File: src/rtl/mult_seq_pkg.sv
// Shared types and helpers for the mult_seq shift-and-add multiplier.
package mult_seq_pkg;

    typedef enum logic [1:0] {
        IDLE = 2'd0,
        BUSY = 2'd1,
        DONE = 2'd2
    } mult_state_e;

    // Bits needed for a down-counter that starts at w and ends at 1.
    function automatic int cnt_width(input int w);
        return $clog2(w + 1);
    endfunction

endpackage

File: src/rtl/adder.sv
// LCELL-style ripple-carry adder: width_p-bit operands, width_p+1-bit sum
// with the carry-out kept as the top bit.
module adder #(
    parameter int width_p = 5
) (
    input  logic [width_p-1:0] a_i,
    input  logic [width_p-1:0] b_i,
    output logic [width_p:0]   s_o
);

    logic carry_s;

    // Ripple the carry through one full-adder cell per bit.
    always_comb begin
        carry_s = 1'b0;
        s_o     = {(width_p + 1){1'b0}};
        for (int i = 0; i < width_p; i++) begin
            s_o[i]  = a_i[i] ^ b_i[i] ^ carry_s;
            carry_s = (a_i[i] & b_i[i]) | (carry_s & (a_i[i] ^ b_i[i]));
        end
        s_o[width_p] = carry_s;
    end

endmodule

File: src/rtl/mult_seq.sv
// Sequential shift-and-add unsigned multiplier built around one ripple-carry
// adder. Operands enter on a valid/ready handshake; the product leaves on a
// valid/yumi handshake.
// Optional build macro: MULT_SEQ_ZERO_SKIP_EN -- a zero operand at accept
// jumps straight to DONE with a zero product instead of iterating.
module mult_seq
    import mult_seq_pkg::*;
#(
    parameter int width_p = 5
) (
    input  logic                   clk_i,
    input  logic                   reset_n_i,
    input  logic                   v_i,
    output logic                   ready_o,
    input  logic [width_p-1:0]     a_i,
    input  logic [width_p-1:0]     b_i,
    output logic                   v_o,
    input  logic                   yumi_i,
    output logic [2*width_p-1:0]   prod_o
);

    localparam int cnt_w_lp = cnt_width(width_p);
    localparam logic [cnt_w_lp-1:0] cnt_init_lp = cnt_w_lp'(width_p);
    localparam logic [cnt_w_lp-1:0] cnt_one_lp  = cnt_w_lp'(1);

    mult_state_e            state_r;
    mult_state_e            state_n_s;
    logic [width_p-1:0]     mcand_r;
    logic [2*width_p-1:0]   prod_r;
    logic [cnt_w_lp-1:0]    cnt_r;
    logic                   ready_r;
    logic                   v_r;
    logic [width_p:0]       sum_s;
    logic                   accept_s;
    logic                   zero_op_s;

    // Accumulator (upper half of prod_r) plus multiplicand; carry is kept.
    adder #(.width_p(width_p)) u_adder (
        .a_i (prod_r[2*width_p-1:width_p]),
        .b_i (mcand_r),
        .s_o (sum_s)
    );

    assign accept_s = v_i & (state_r == IDLE);

`ifdef MULT_SEQ_ZERO_SKIP_EN
    assign zero_op_s = (a_i == {width_p{1'b0}}) | (b_i == {width_p{1'b0}});
`else
    assign zero_op_s = 1'b0;
`endif

    assign ready_o = ready_r;
    assign v_o     = v_r;
    assign prod_o  = prod_r;

    // Next-state selection for the IDLE/BUSY/DONE controller.
    always_comb begin
        state_n_s = state_r;
        case (state_r)
            IDLE: begin
                if (accept_s) begin
                    state_n_s = zero_op_s ? DONE : BUSY;
                end else begin
                    state_n_s = IDLE;
                end
            end
            BUSY: begin
                if (cnt_r == cnt_one_lp) begin
                    state_n_s = DONE;
                end else begin
                    state_n_s = BUSY;
                end
            end
            DONE: begin
                if (yumi_i) begin
                    state_n_s = IDLE;
                end else begin
                    state_n_s = DONE;
                end
            end
            default: state_n_s = IDLE;
        endcase
    end

    // State register with handshake outputs registered from the next state.
    always_ff @(posedge clk_i or negedge reset_n_i) begin
        if (!reset_n_i) begin
            state_r <= IDLE;
            ready_r <= 1'b1;
            v_r     <= 1'b0;
        end else begin
            state_r <= state_n_s;
            ready_r <= (state_n_s == IDLE);
            v_r     <= (state_n_s == DONE);
        end
    end

    // Datapath: load operands, then one shift (with optional add) per BUSY cycle.
    always_ff @(posedge clk_i or negedge reset_n_i) begin
        if (!reset_n_i) begin
            mcand_r <= {width_p{1'b0}};
            prod_r  <= {(2*width_p){1'b0}};
            cnt_r   <= {cnt_w_lp{1'b0}};
        end else begin
            case (state_r)
                IDLE: begin
                    if (accept_s) begin
                        mcand_r <= a_i;
                        cnt_r   <= cnt_init_lp;
                        if (zero_op_s) begin
                            prod_r <= {(2*width_p){1'b0}};
                        end else begin
                            prod_r <= {{width_p{1'b0}}, b_i};
                        end
                    end
                end
                BUSY: begin
                    cnt_r <= cnt_r - cnt_one_lp;
                    if (prod_r[0]) begin
                        prod_r <= {sum_s, prod_r[width_p-1:1]};
                    end else begin
                        prod_r <= {1'b0, prod_r[2*width_p-1:1]};
                    end
                end
                DONE: begin
                    prod_r <= prod_r;
                end
                default: begin
                    prod_r <= prod_r;
                end
            endcase
        end
    end

endmodule

File: config.mk
export PLATFORM = sky130hd
export DESIGN_NAME = mult_seq
export DESIGN_NICKNAME = d
export VERILOG_FILES = /design/src/rtl/mult_seq_pkg.sv /design/src/rtl/adder.sv /design/src/rtl/mult_seq.sv
export SDC_FILE = /design/constraint.sdc
export NUM_CORES = 1
export LEC_CHECK = 0
export BUFFER_PORTS_ARGS = -buffer_cell sky130_fd_sc_hd__buf_2
export CORE_UTILIZATION = 56
export CTS_CLUSTER_DIAMETER = 150
export DETAILED_ROUTE_END_ITERATION = 16
export PLACE_DENSITY = 0.86
export SLEW_MARGIN = 0
export SYNTH_ARGS = -nofsm -noshare
export SYNTH_HDL_FRONTEND = slang
export SYNTH_SLANG_ARGS = --single-unit
File: constraint.sdc
create_clock -name clk_i -period 5.6 [get_ports clk_i]
set_input_delay 1.12 -clock clk_i [delete_from_list [all_inputs] [get_ports clk_i]]
set_output_delay 1.12 -clock clk_i [all_outputs]
set_load 0.02 [all_outputs]
==> metrics, run 1 <==
full die area 2199 µm²; row count 15; peak supply drop 340.3 µV; CTS tree done; initial core utilization 0.6264; Final Hold Vio Count 0; layout cells sized above 1 0.3361; post-synthesis sequential area ratio 0.4889; fin nets 141; flops & latches, synth 22; gpl congestion 0.6937; max incr delay on CP 430 ps; CTS resizes 0; slowest stage cell on the critical path dfrtp_1; Root Buffer clkbuf_4; Overall Global Routing Usage 0.2167; area share of the largest cell type after synthesis 0.4656; Syn Inst Count 96; Die Y 46.89 µm; max-cap viol count 0; Slew @ Worst Pin 574.4 ps; grt total ovfl 0; P_leak 0.6164 nW; final period utilization 0.4430; 1st-iter DRT viols 3; CP startpoint kind flop; clk sinks 22; CP Capture Type flop; I/O Buffers 25; Clock transition at path regs 120 ps; Final setup viols 0; Chip Width 46.89 µm; post-synth cell types 28; Worst-Skew Late Latency 300 ps; CP delay by family, top adder cells; initial antenna violation count 0; Max Root-Sink Buffers 2; Area growth syn-to-layout 12.42%; Via Count 771; status finished clean; Clock Skew 4.364 ps; first-pass GRT wire length 3229 µm; cell breakdown of the critical path ha_1, fa_1, fa_1, inv_1, fa_1, inv_1, fa_1, mux2i_1, o22ai_1; CP bufs+invs 2; Synthesis Warnings 0; Max H-tree Level 1; CTS Buf Count 3; PwrDens 589.4 nW/µm²; crit path DAT 2630 ps; syn_nets 117; antenna-violating nets left 0; core box area 1802 µm²; routed len/inst 13.49 µm; Fill cells 148; HP Class flop to flop; area leader, netlist dfrtp_1; Final Max Slew Viols 0; DP HPWL 1484 µm; drc violations 0; Final Critical Period 2481 ps; CP dominant cell by count fa_1; vias in the first global route 771; Slew headroom 0.6171; n_diodes 0; maximum fanout along the worst path 4; Cell Area, Synth 1129 µm²; fmax 403.1 MHz; I/O pin cnt 26; TritonRoute pass-1 iters 4; syn_area_per_cell 11.76 µm²; Post-CTS Hold Buffers 0; Final TNS setup 0 ps; PnR Total Power 0.0007478 W; RSZ-0062 raised after global routing no; vias per cell 5.354; routed wire length 1942 µm; top cells by area, synth dfrtp_1 47%, fa_1 7.1%, mux2_2 4.0%, mux2_4 4.0%, nand2_1 4.0%; largest net degree at the start of global routing 23; Critical Path RT 5750 ps; Setup Fix Bufs, Post-CTS 0; critical path class flop to flop
[logic make-up after synthesis]
logic type,Yosys count,synth area share
adder cells (fa/ha/maj),7,0.1042
multiplexers,10,0.1064
AND/OR/NAND/NOR,20,0.09756
XOR/XNOR,1,0.007762
buffers and inverters,14,0.07316
flip-flops,22,0.4889
AO/OA/AOI/OAI,22,0.1220
[path summary, 6_finish.rpt]
path | from | to | slack (ps) | cells after the start
max | prod_o[5] | prod_o[8] | 3120 | 9
min | prod_o[1] | prod_o[1] | 530 | 2
max reg2reg | prod_o[5] | prod_o[8] | 3120 | 9
min reg2reg | prod_o[1] | prod_o[1] | 530 | 2
max in group asynchronous | reset_n_i | ready_o | 4500 | 1
min in group asynchronous | reset_n_i | state_r[0] | 760 | 1
[layer usage]
layer / vias up / global-route usage / part of all wire
li1: 373 / - / -
met1: 377 / 0.2637 / 0.41
met2: 19 / 0.3750 / 0.54
met3: 2 / 0.04615 / 0.033
met4: 0 / 0.08571 / 0.0077
met5: - / 0 / 0
[Yosys cell counts (all sizes together)]
cell type,count
a21oi,1
a22oi,4
a31o,1
and2,1
and2b,1
buf,5
clkbuf,1
dfrtp,21
dfstp,1
fa,4
ha,3
inv,8
mux2,7
mux2i,3
nand2,12
nand2b,3
nand3b,1
nor2,1
o21ai,8
o21bai,1
o22ai,6
o32ai,1
or3,1
xor2,1
[layout by cell type (no fill, tap or decap), types with 2 or more instances in the layout]
cell,synthesis,routed
nand2b_1,2,2
mux2_2,4,4
clkbuf_4,0,3
o22ai_1,6,6
buf_2,2,25
ha_1,3,3
fa_1,4,4
inv_1,8,8
nand2_1,12,12
dfrtp_1,21,21
o21ai_0,8,8
a22oi_1,4,4
mux2_4,3,3
mux2i_1,3,3
[where the power goes]
part           leakage [nW]  switching, W  total (W)  internal [W]
Clock                0.0210     0.0000447  0.0000843     0.0000396
Combinational         0.326      0.000191   0.000355      0.000164
Sequential            0.269     0.0000735   0.000308      0.000235
Total                 0.616      0.000309   0.000748      0.000439
[area by class of cell]
class	instances	area [µm²]	share of cell area
Clock buffer	4	36.28	0.02860
Inverter	8	30.03	0.02367
Multi-Input combinational cell	60	494.2	0.3895
Sequential cell	22	551.8	0.4349
Tap cell	25	31.28	0.02465
Timing Repair Buffer	25	125.1	0.09862
[metrics by stage]
| stage | worst slack (ps) | cell area (µm²) | instances | hold slack [ps] | util |
|---|---|---|---|---|---|
| 6_report | 3119 | 1269 | 144 | 531.2 | 0.7042 |
| 5_1_grt | 2977 | 1269 | 144 | 555.0 | 0.7042 |
| 3_5_place_dp | 3111 | 1232 | 140 | 508.1 | 0.6840 |
| 2_1_floorplan | 3170 | 1129 | 96 | 477.6 | - |
| 3_3_place_gp | 3214 | 1232 | 140 | 482.2 | 0.6840 |
| 4_1_cts | 3098 | 1269 | 144 | 534.6 | 0.7042 |
[registers in the layout, indices dropped and copies added (netlist names)]
name	count
cnt_r	3
mcand_r	5
prod_o	10
ready_o	1
state_r	2
v_o	1
[worst reg2reg max path: cells and delay by family (launching register included)]
kind	cells	cell delay (ps)
mux	1	130
compound gates	1	100
buf+inv	2	130
flops	1	430
fa+ha+maj	5	1560
Note: power is estimated with default switching activity, not from simulation.
==> run 2, diff against run 1 <==
--- a/config.mk
+++ b/config.mk
@@ -6,10 +6,10 @@
 export NUM_CORES = 1
 export LEC_CHECK = 0
 export BUFFER_PORTS_ARGS = -buffer_cell sky130_fd_sc_hd__buf_2
-export CORE_UTILIZATION = 56
+export CORE_UTILIZATION = 47
 export CTS_CLUSTER_DIAMETER = 150
 export DETAILED_ROUTE_END_ITERATION = 16
-export PLACE_DENSITY = 0.86
+export PLACE_DENSITY = 0.78
 export SLEW_MARGIN = 0
 export SYNTH_ARGS = -nofsm -noshare
 export SYNTH_HDL_FRONTEND = slang
==> constraint.sdc (replaced) <==
create_clock -name clk_i -period 2.25 [get_ports clk_i]
set_input_delay 0.45 -clock clk_i [delete_from_list [all_inputs] [get_ports clk_i]]
set_output_delay 0.45 -clock clk_i [all_outputs]
set_load 0.02 [all_outputs]
==> run 2 against run 1 <==
  * The flow now finishes with violations (negative setup slack)
  * Via count is 2.3% higher
  * Cell count is 2.8% higher
  * Clock-buffer cell count is 1 lower
  * Wire length is 7.1% higher
  * Non-clock buffer count is 1 higher
  * Hold slack worse by 460 ps
  * Critical path depth stayed put
  * Design area is 3.8% higher
==> metrics, run 2 (synthesis gave the netlist of run 1 again) <==
fmax 427.6 MHz (+6.1%); maximum fanout along the worst path 2 (-2); Die Y 51 µm (+8.8%); Reg2Reg Depth 9 (unchanged); 1st-iter DRT viols 9 (+6); internal power 0.001201 W (+170%); Chip Width 51 µm (+8.8%); Final Hold Vio Count 0 (unchanged); CP startpoint kind flop; drc violations 0 (unchanged); commonest non-fill, non-tap cells in the layout 25 x buf_2, 20 x dfrtp_1, 12 x nand2_1; grt total ovfl 0 (unchanged); switching power of the nets 0.0008021 W (+160%); CTS Buf Count 3 (unchanged); routed wire length 2079 µm (+7.1%); Fill cells 207 (+40%); TritonRoute pass-1 iters 4 (unchanged); Seq pwr share 0.390 (-0.022); PnR Total Power 0.002003 W (+170%); worst hold slack 70.10 ps (-461.1 ps); P_leak 0.6219 nW (+0.88%); worst setup margin -88.49 ps (-3208 ps); max-cap viol count 0 (unchanged); clk sinks 22 (unchanged); Clock transition at path regs 130 ps (about the same); largest net degree at the start of global routing 23 (unchanged); peak supply drop 833.5 µV (+140%); final period utilization 1.039 (+0.5964); sw frac 0.4005 (-0.01290); Max Root-Sink Buffers 2 (unchanged); critical path class flop to flop; Root Buffer clkbuf_4; HP Class input port to asynchronous set/reset pin; row count 17 (+2); PwrDens 1520 nW/µm² (+160%); first-pass GRT wire length 3601 µm (+12%); gpl congestion 0.7387 (+6.5%); DP HPWL 1514 µm (+2.0%); layout cells sized above 1 0.3917 (+0.05553); crit path DAT 2520 ps (-110 ps); routed len/inst 14.05 µm (+4.2%); Final Critical Period 2338 ps (-142.1 ps); initial core utilization 0.5053 (-0.1211); Clock power frac 0.152 (+0.039); Gate power share 0.458 (-0.017); Critical Path RT 2430 ps (-3320 ps); CTS tree done; Worst-Skew Late Latency 310 ps (about the same); core box area 2233 µm² (+24%); Overall Global Routing Usage 0.1965 (-0.02011); fin util 0.5899 (-0.1143); Final Max Slew Viols 0 (unchanged); n_diodes 0 (unchanged); vias per cell 5.331 (-0.43%); Clock Skew 10.46 ps (+6.094 ps); Final TNS setup -88.49 ps (-88.49 ps); CP Capture Type flop; fin nets 142 (+0.71%); I/O pin cnt 26 (unchanged); full die area 2601 µm² (+18%); vias in the first global route 764 (-0.91%); Setup Fix Bufs, Post-CTS 0 (unchanged); initial antenna violation count 0 (unchanged); Via Count 789 (+2.3%); Slew headroom 0.5981 (-0.01900); Max H-tree Level 1 (unchanged); antenna-violating nets left 0 (unchanged); Final setup viols 1 (+1); Critical R2R Launch prod_o[5]; commonest non-fill, non-tap cell in the layout buf_2; Inst Count DP 144 (+2.9%); max reg flops 10 (unchanged); Critical path origin prod_o[5]; RSZ-0062 raised after global routing yes; I/O Buffers 25 (unchanged); Cell Count, Final, Fillers Out 148 (+2.8%); status finished with violations; Slew @ Worst Pin 601.7 ps (+27.25 ps); Area growth syn-to-layout 16.74%; failing checks negative setup slack
run 2: power by group through the flow:
stage | combinational (W) | sequential (W) | clock (W)
6_report | 0.000918 | 0.000781 | 0.000304
3_3_place_gp | 0.000869 | 0.000773 | 0
3_5_place_dp | 0.000927 | 0.000791 | 0
5_1_grt | 0.00105 | 0.000810 | 0.000332
2_1_floorplan | 0.000670 | 0.000826 | 0
4_1_cts | 0.000927 | 0.000783 | 0.000312
run 2: routing by layer:
metal | track usage | part of all wire
met4 | 0.1065 | 0.016
met3 | 0.03869 | 0.043
met2 | 0.2961 | 0.50
met5 | 0 | 0
met1 | 0.2656 | 0.44
run 2: per-stage QoR:
stage          cell area (µm²)  setup WS [ps]
6_report                  1318         -88.49
5_1_grt                   1318         -212.3
4_1_cts                   1315         -120.6
3_5_place_dp              1262         -126.3
3_3_place_gp              1262          1.889
2_1_floorplan             1147         -21.63
run 2: worst max-delay path, cell delays in order (launching register included):
cell and delay, ps:
dfrtp_2 440, ha_4 160, fa_2 330, fa_2 340, inv_2 60, fa_1 150
inv_1 50, fa_2 410, mux2i_1 180, o22ai_1 90
run 2: path summary, 6_finish.rpt:
check	end	slack, ps
max	prod_o[8]	-90
min	prod_o[2]	70
max reg2reg	prod_o[8]	-90
min reg2reg	prod_o[1]	530
max in group asynchronous	prod_o[5]	1820
min in group clk_i	mcand_r[4]	350
run 2: layout make-up:
class / instances / area (µm²) / area share
timing repair buffer: 26 / 132.6 / 0.1007
inverter: 8 / 30.03 / 0.02279
clock buffer: 3 / 22.52 / 0.01709
multi-input combinational: 60 / 514.2 / 0.3903
clock inverter: 1 / 30.03 / 0.02279
sequential: 22 / 553.0 / 0.4198
tap: 28 / 35.03 / 0.02659
run 2: timing repair:
action                                 4_1_cts  5_1_grt
setup endpoints to repair                    1        3
hold buffers                                 0        0
gates resized for setup                      0        1
endpoints found under the hold margin        0        0
